==> src/rtl/noc_inj_pkg.sv <==
// Shared parameters, channel/head-flit field layout and FSM state type for the
// local-port packet injector.
package noc_inj_pkg;
    localparam int NUM_VCS     = 4;
    localparam int VC_IDX_W    = 2;
    localparam int BUF_DEPTH   = 8;
    localparam int FLIT_DATA_W = 33;
    localparam int ADDR_W      = 4;
    localparam int LEN_W       = 4;

    localparam int CNT_W       = $clog2(BUF_DEPTH + 1);
    localparam int CHANNEL_W   = 3 + VC_IDX_W + FLIT_DATA_W;
    localparam int FLOW_CTRL_W = 1 + VC_IDX_W;

    // Channel word: {valid, head, tail, vc, data}
    localparam int CH_DATA_LSB  = 0;
    localparam int CH_VC_LSB    = FLIT_DATA_W;
    localparam int CH_TAIL_BIT  = FLIT_DATA_W + VC_IDX_W;
    localparam int CH_HEAD_BIT  = CH_TAIL_BIT + 1;
    localparam int CH_VALID_BIT = CH_TAIL_BIT + 2;
    localparam int FC_VALID_BIT = VC_IDX_W;

    // Head flit payload: {dest, src, len, zero padding}
    localparam int HD_DEST_LSB = FLIT_DATA_W - ADDR_W;
    localparam int HD_SRC_LSB  = HD_DEST_LSB - ADDR_W;
    localparam int HD_LEN_LSB  = HD_SRC_LSB - LEN_W;

    typedef enum logic {IDLE, BODY} state_t;

    function automatic logic [CHANNEL_W-1:0] make_flit(
        input logic                   head,
        input logic                   tail,
        input logic [VC_IDX_W-1:0]    vc,
        input logic [FLIT_DATA_W-1:0] data
    );
        logic [CHANNEL_W-1:0] f;
        f = '0;
        f[CH_VALID_BIT] = 1'b1;
        f[CH_HEAD_BIT]  = head;
        f[CH_TAIL_BIT]  = tail;
        f[CH_VC_LSB +: VC_IDX_W]      = vc;
        f[CH_DATA_LSB +: FLIT_DATA_W] = data;
        return f;
    endfunction
endpackage

==> src/rtl/noc_credit_counter.sv <==
// Credit count for one virtual channel: starts full, decrements on send,
// increments on return, saturates at the downstream buffer depth.
module noc_credit_counter
    import noc_inj_pkg::*;
(
    input  logic             clk,
    input  logic             reset,
    input  logic             inc,
    input  logic             dec,
    output logic [CNT_W-1:0] count,
    output logic             overflow
);
    logic [CNT_W-1:0] count_reg;
    logic [CNT_W-1:0] count_next;

    // overflow is a same-cycle pulse so the owner can register a sticky flag
    // on the very next edge.
    always_comb begin
        count_next = count_reg;
        overflow   = 1'b0;
        if (inc && !dec) begin
            if (count_reg == CNT_W'(BUF_DEPTH)) begin
                overflow = 1'b1;
            end else begin
                count_next = count_reg + CNT_W'(1);
            end
        end else if (dec && !inc) begin
            count_next = count_reg - CNT_W'(1);
        end
    end

    always_ff @(posedge clk) begin
        if (reset) begin
            count_reg <= CNT_W'(BUF_DEPTH);
        end else begin
            count_reg <= count_next;
        end
    end

    assign count = count_reg;
endmodule

==> src/rtl/noc_packet_injector.sv <==
// Network-interface source: turns (dest, len) requests plus payload words into
// head/body/tail flits on one router input, with per-VC credit flow control.
module noc_packet_injector
    import noc_inj_pkg::*;
(
    input  logic                   clk,
    input  logic                   reset,
    input  logic [ADDR_W-1:0]      router_address,
    input  logic                   pkt_valid,
    output logic                   pkt_ready,
    input  logic [ADDR_W-1:0]      pkt_dest,
    input  logic [LEN_W-1:0]       pkt_len,
    input  logic                   data_valid,
    output logic                   data_ready,
    input  logic [FLIT_DATA_W-1:0] data_in,
    output logic [CHANNEL_W-1:0]   channel_out,
    input  logic [FLOW_CTRL_W-1:0] flow_ctrl_in,
    output logic                   busy,
    output logic                   error
);
    state_t                state_reg, state_next;
    logic [VC_IDX_W-1:0]   rr_ptr_reg, rr_ptr_next;
    logic [VC_IDX_W-1:0]   cur_vc_reg, cur_vc_next;
    logic [LEN_W-1:0]      remaining_reg, remaining_next;
    logic [CHANNEL_W-1:0]  channel_reg, channel_next;
    logic                  error_reg;

    logic [CNT_W-1:0]      credit [NUM_VCS];
    logic [NUM_VCS-1:0]    has_credit;
    logic [NUM_VCS-1:0]    credit_inc;
    logic [NUM_VCS-1:0]    credit_dec;
    logic [NUM_VCS-1:0]    overflow;

    logic                  sel_found;
    logic [VC_IDX_W-1:0]   sel_vc;
    logic [VC_IDX_W-1:0]   cand_vc;
    logic                  send_head;
    logic                  send_body;

    genvar gi;
    generate
        for (gi = 0; gi < NUM_VCS; gi++) begin : g_vc
            assign has_credit[gi] = (credit[gi] != '0);
            assign credit_inc[gi] = flow_ctrl_in[FC_VALID_BIT] &&
                                    (flow_ctrl_in[VC_IDX_W-1:0] == VC_IDX_W'(gi));
            assign credit_dec[gi] = (send_head && (sel_vc == VC_IDX_W'(gi))) ||
                                    (send_body && (cur_vc_reg == VC_IDX_W'(gi)));

            noc_credit_counter u_credit (
                .clk      (clk),
                .reset    (reset),
                .inc      (credit_inc[gi]),
                .dec      (credit_dec[gi]),
                .count    (credit[gi]),
                .overflow (overflow[gi])
            );
        end
    endgenerate

    // Round-robin: first VC with credit, scanning upward from rr_ptr_reg.
    // NUM_VCS is a power of two, so the index wraps naturally.
    always_comb begin
        sel_found = 1'b0;
        sel_vc    = rr_ptr_reg;
        cand_vc   = '0;
        for (int i = 0; i < NUM_VCS; i++) begin
            cand_vc = rr_ptr_reg + VC_IDX_W'(i);
            if (!sel_found && has_credit[cand_vc]) begin
                sel_found = 1'b1;
                sel_vc    = cand_vc;
            end
        end
    end

    always_comb begin
        state_next     = state_reg;
        rr_ptr_next    = rr_ptr_reg;
        cur_vc_next    = cur_vc_reg;
        remaining_next = remaining_reg;
        channel_next   = '0;
        pkt_ready      = 1'b0;
        data_ready     = 1'b0;
        send_head      = 1'b0;
        send_body      = 1'b0;
        case (state_reg)
            IDLE: begin
                pkt_ready = !reset && sel_found;
                if (pkt_valid && pkt_ready) begin
                    send_head    = 1'b1;
                    channel_next = make_flit(1'b1, (pkt_len == '0), sel_vc,
                                             {pkt_dest, router_address, pkt_len,
                                              {HD_LEN_LSB{1'b0}}});
                    rr_ptr_next  = sel_vc + VC_IDX_W'(1);
                    if (pkt_len != '0) begin
                        state_next     = BODY;
                        cur_vc_next    = sel_vc;
                        remaining_next = pkt_len;
                    end
                end
            end
            BODY: begin
                // Registered credit only: a return this cycle is usable next cycle.
                data_ready = !reset && has_credit[cur_vc_reg];
                if (data_valid && data_ready) begin
                    send_body      = 1'b1;
                    channel_next   = make_flit(1'b0, (remaining_reg == LEN_W'(1)),
                                               cur_vc_reg, data_in);
                    remaining_next = remaining_reg - LEN_W'(1);
                    if (remaining_reg == LEN_W'(1)) begin
                        state_next = IDLE;
                    end
                end
            end
            default: state_next = IDLE;
        endcase
    end

    always_ff @(posedge clk) begin
        if (reset) begin
            state_reg     <= IDLE;
            rr_ptr_reg    <= '0;
            cur_vc_reg    <= '0;
            remaining_reg <= '0;
            channel_reg   <= '0;
            error_reg     <= 1'b0;
        end else begin
            state_reg     <= state_next;
            rr_ptr_reg    <= rr_ptr_next;
            cur_vc_reg    <= cur_vc_next;
            remaining_reg <= remaining_next;
            channel_reg   <= channel_next;
            error_reg     <= error_reg | (|overflow);
        end
    end

    assign channel_out = channel_reg;
    assign busy        = (state_reg == BODY);
    assign error       = error_reg;
endmodule

==> config.mk <==
export PLATFORM = sky130hd
export DESIGN_NAME = noc_packet_injector
export DESIGN_NICKNAME = d
export VERILOG_FILES = /design/src/rtl/noc_inj_pkg.sv /design/src/rtl/noc_credit_counter.sv /design/src/rtl/noc_packet_injector.sv
export SDC_FILE = /design/constraint.sdc
export NUM_CORES = 1
export LEC_CHECK = 0
export BUFFER_PORTS_ARGS = -buffer_cell sky130_fd_sc_hd__buf_2
export CAP_MARGIN = 15
export CORE_UTILIZATION = 56
export CTS_BUF_LIST = sky130_fd_sc_hd__clkbuf_16
export DETAILED_ROUTE_END_ITERATION = 8
export PLACE_DENSITY_LB_ADDON = 0.05
export SLEW_MARGIN = 20
export SYNTH_ARGS = -nofsm -noshare
export SYNTH_HDL_FRONTEND = slang
export SYNTH_SLANG_ARGS = --single-unit
==> constraint.sdc <==
create_clock -name clk -period 11 [get_ports clk]
set_input_delay 0.55 -clock clk [delete_from_list [all_inputs] [get_ports clk]]
set_output_delay 0.55 -clock clk [all_outputs]
set_load 0.05 [all_outputs]
==> results by group <==
Yosys
  – Syn nets: 405
  – Seq cells post-synth: 64
  – Yosys cell types: 63
  – Syn Area/Cell: approximately 9.5 um2
  – Asr flop ratio synth: 0%
  – Cell Area, Synth: 3188 um2
  – Top_reg_cell synth: dfxtp_1
  – Mapped Cells: about 340
  – EDFF count, synth: 0
  – Sequential fraction of the synthesis area: 40.19%
  – YS warnings: 0

Clocking
  – Root Buffer: clkbuf_16
  – Hold Buf Count CTS: 0
  – CTS Sinks: 64
  – Clock transition at path regs: around 50 ps
  – CTS tree: built
  – Post-CTS Setup Inserts: 0
  – Num CTS Buffers: 9
  – Clk buf depth: 2
  – Resized cells post-CTS: 0
  – Clock Latency Late Sink: around 320 ps
  – H-tree lvl count: 3

Drt
  – Vias per cell: 5.838
  – WL met1: 3.329 mm
  – DRC Markers: 0
  – DR pass1 iterations: 5
  – WL met3: 634 um
  – Via Count: ~2900
  – Drt initial violations: 158
  – Metal2 WL: 3.537 mm
  – Routed wire length: 7.578 mm
  – Final ANT Viol Nets: 0
  – Uppermost routed layer: met4
  – DR WL/cell: between 15 and 20 um

Final layout
  – P&R area growth vs syn: 25.71%
  – Max reg flops: 38
  – Antenna cells: 0
  – FILL cells: 420
  – Post-layout util: 72.78%
  – Layout cell share with drive strength beyond 1: ~28%
  – Final nets: around 490
  – Final Cell Area: 4008 um2

GRT
  – Gr ovfl total: 0
  – First-pass GRT wire length: 12.18 mm
  – Pin count of the biggest net entering global routing: 41
  – Vias in the first global route: 2590
  – Total global-route track usage: a little over a quarter
  – Initial antenna violation count: 0

Setup path
  – Critical Path Sink: g_vc[0].u_credit.count[3]$_SDFFE_PP1P_
  – FF-to-FF Start: g_vc[2].u_credit.count[0]$_SDFFE_PP0P_
  – Terminus of the critical flop-to-flop path: g_vc[0].u_credit.count[3]$_SDFFE_PP1P_
  – CP Data Required Time: 11200 ps
  – Worst path arrival time: 4600 ps
  – Reg2Reg Depth: 16
  – Worst R2R Setup Slack: ~6600 ps
  – CP max FO: 12
  – Setup Crit Path Kind: reg -> reg
  – CP endpoint kind: register
  – CP startpoint: g_vc[2].u_credit.count[0]$_SDFFE_PP0P_
  – CP Launch Type: register

Place
  – Cell Area, Placed: 3686 um2
  – Placed wire-length estimate: 5.323 mm
  – Buffers added on ports: 93
  – Routability congestion estimate: 0.8689
  – Pre-CTS setup slack: 6772 ps

Timing
  – Layout Skew: 7.842 ps
  – Setup WS post-layout: 6601 ps
  – Final min period: 4399 ps
  – Slew Limit Fails: 0
  – Final-report setup violation count: 0
  – Final hold violations: 0
  – Maximum clock frequency: 227.3 MHz
  – TNS Setup: 0 ps
  – Rel. slew slack: 31.90%
  – RSZ-0062 raised after global routing: false
  – Least-Margin Pin Slew: 1013 ps
  – Hold Slack: around 420 ps
  – Final period util: 39.99%

Pwr
  – PwrDens: 176.6 nW/um2
  – Peak supply drop: 98.30 uV
  – Leakage: 1.833 nW

Hold path
  – Hold path start: data_in[9]
  – Min-Delay Path Class: in -> reg

Floorplan
  – Row count: 27
  – Initial Util: 57.90%
  – Die ar.: 5999 um2
  – Top-Level Pins: 94
  – Die Ht: 77.45 um
  – Core area: 5507 um2
  – Chip width: 77.45 um

Status
  – Status: finished, final reports clean

Run
  – Max_cap viols: 0
[cell type report]
cell class | count | area (um2) | share of cell area (%)
Clock inverter | 7 | 87.58 | 2.185
Inverter | 12 | 45.04 | 1.124
Sequential cell | 64 | 1281 | 31.97
Multi-Input combinational cell | 241 | 1798 | 44.86
Tap cell | 72 | 90.09 | 2.248
Clock buffer | 9 | 225.2 | 5.620
Timing Repair Buffer | 95 | 480.5 | 11.99
[cell usage in the layout, fill, tap and decap left out, types with 3 or more instances in the layout]
cell and n:
o31ai_1 3, nor4b_1 3, and2_1 25, and3b_1 3, a22o_1 14, o22ai_1 5
nor2_1 18, nand2_1 21, nor2b_1 4, a21o_1 6, ha_1 14, o21ai_0 4
nor4_1 3, fa_1 4, mux2i_1 7, nand3_1 7, a211o_1 3, or4_1 3
nor3_1 14, clkbuf_16 9, nor4_4 3, buf_2 93, o21a_1 4, dfxtp_1 64
inv_1 13, a32o_1 4, xor2_1 3, a21oi_1 18, nand3b_1 3
[worst min-delay path by stage]
stage / endpoint / slack, ps / depth (start not counted)
6_report: channel_out[9]$_SDFF_PP0_ / 420 / 2
5_1_grt: channel_out[12]$_SDFF_PP0_ / 420 / 2
4_1_cts: channel_out[19]$_SDFF_PP0_ / 410 / 2
3_5_place_dp: remaining_reg[1]$_SDFFE_PP0P_ / 490 / 2
3_3_place_gp: remaining_reg[1]$_SDFFE_PP0P_ / 480 / 2
2_1_floorplan: remaining_reg[1]$_SDFFE_PP0P_ / 460 / 2
[logic make-up after synthesis]
logic type,share of synthesized area (%)
AOI/OAI and AO/OA,20.25
xor gates and xnor gates,1.374
adders and majority gates,8.006
buffers and inverters,3.924
DFF,40.19
muxes,3.611
and+or+nand+nor,22.65
[synthesized netlist by cell type (5+ instances only)]
cell type | n | share of area, %
nand2_1 | 21 | 2.5
dfxtp_1 | 64 | 40
a21o_1 | 6 | 1.4
a21oi_1 | 18 | 2.8
ha_1 | 14 | 5.5
mux2i_1 | 7 | 2.2
o22ai_1 | 5 | 0.98
nor2_1 | 18 | 2.1
a22o_1 | 14 | 3.8
and2_1 | 25 | 4.9
inv_1 | 12 | 1.4
nand3_1 | 7 | 1.1
clkbuf_1 | 10 | 1.2
nor3_1 | 14 | 2.2
[layer usage]
layer / up-vias / global-route usage [%]
li1: 1415 / -
met2: 130 / 41.77
met3: 8 / 6.000
met4: 0 / 13.02
met1: 1366 / 32.87
met5: - / 0
[through the flow]
step | power, W | cells
after CTS | 0.0007102 | 500
final | 0.0007078 | 500
after global routing | 0.0007400 | 500
after detailed placement | 0.0004113 | 484
after floorplan | 0.0003746 | 335
after global placement | 0.0004078 | 484
[where the power goes]
part	total, W	leakage, nW	internal (W)	switching (W)
Combinational	0.000144	1.16	0.0000567	0.0000876
Sequential	0.000267	0.521	0.000247	0.0000195
Clock	0.000297	0.150	0.000196	0.000100
Total	0.000708	1.83	0.000500	0.000208
[critical path: stages (launching register included)]
cell and delay [ps]:
dfxtp_1 380, nor4_2 910, o22ai_1 220, a22oi_1 290, and2_1 300, inv_1 110, ha_1 210, nand4bb_1 120
a41oi_1 90, nor2_1 330, nand2_1 170, ha_1 350, a21o_1 170, a21o_1 190, a211o_1 290, o31ai_1 70
a32oi_1 80
Power figures use the tool's default switching activity.
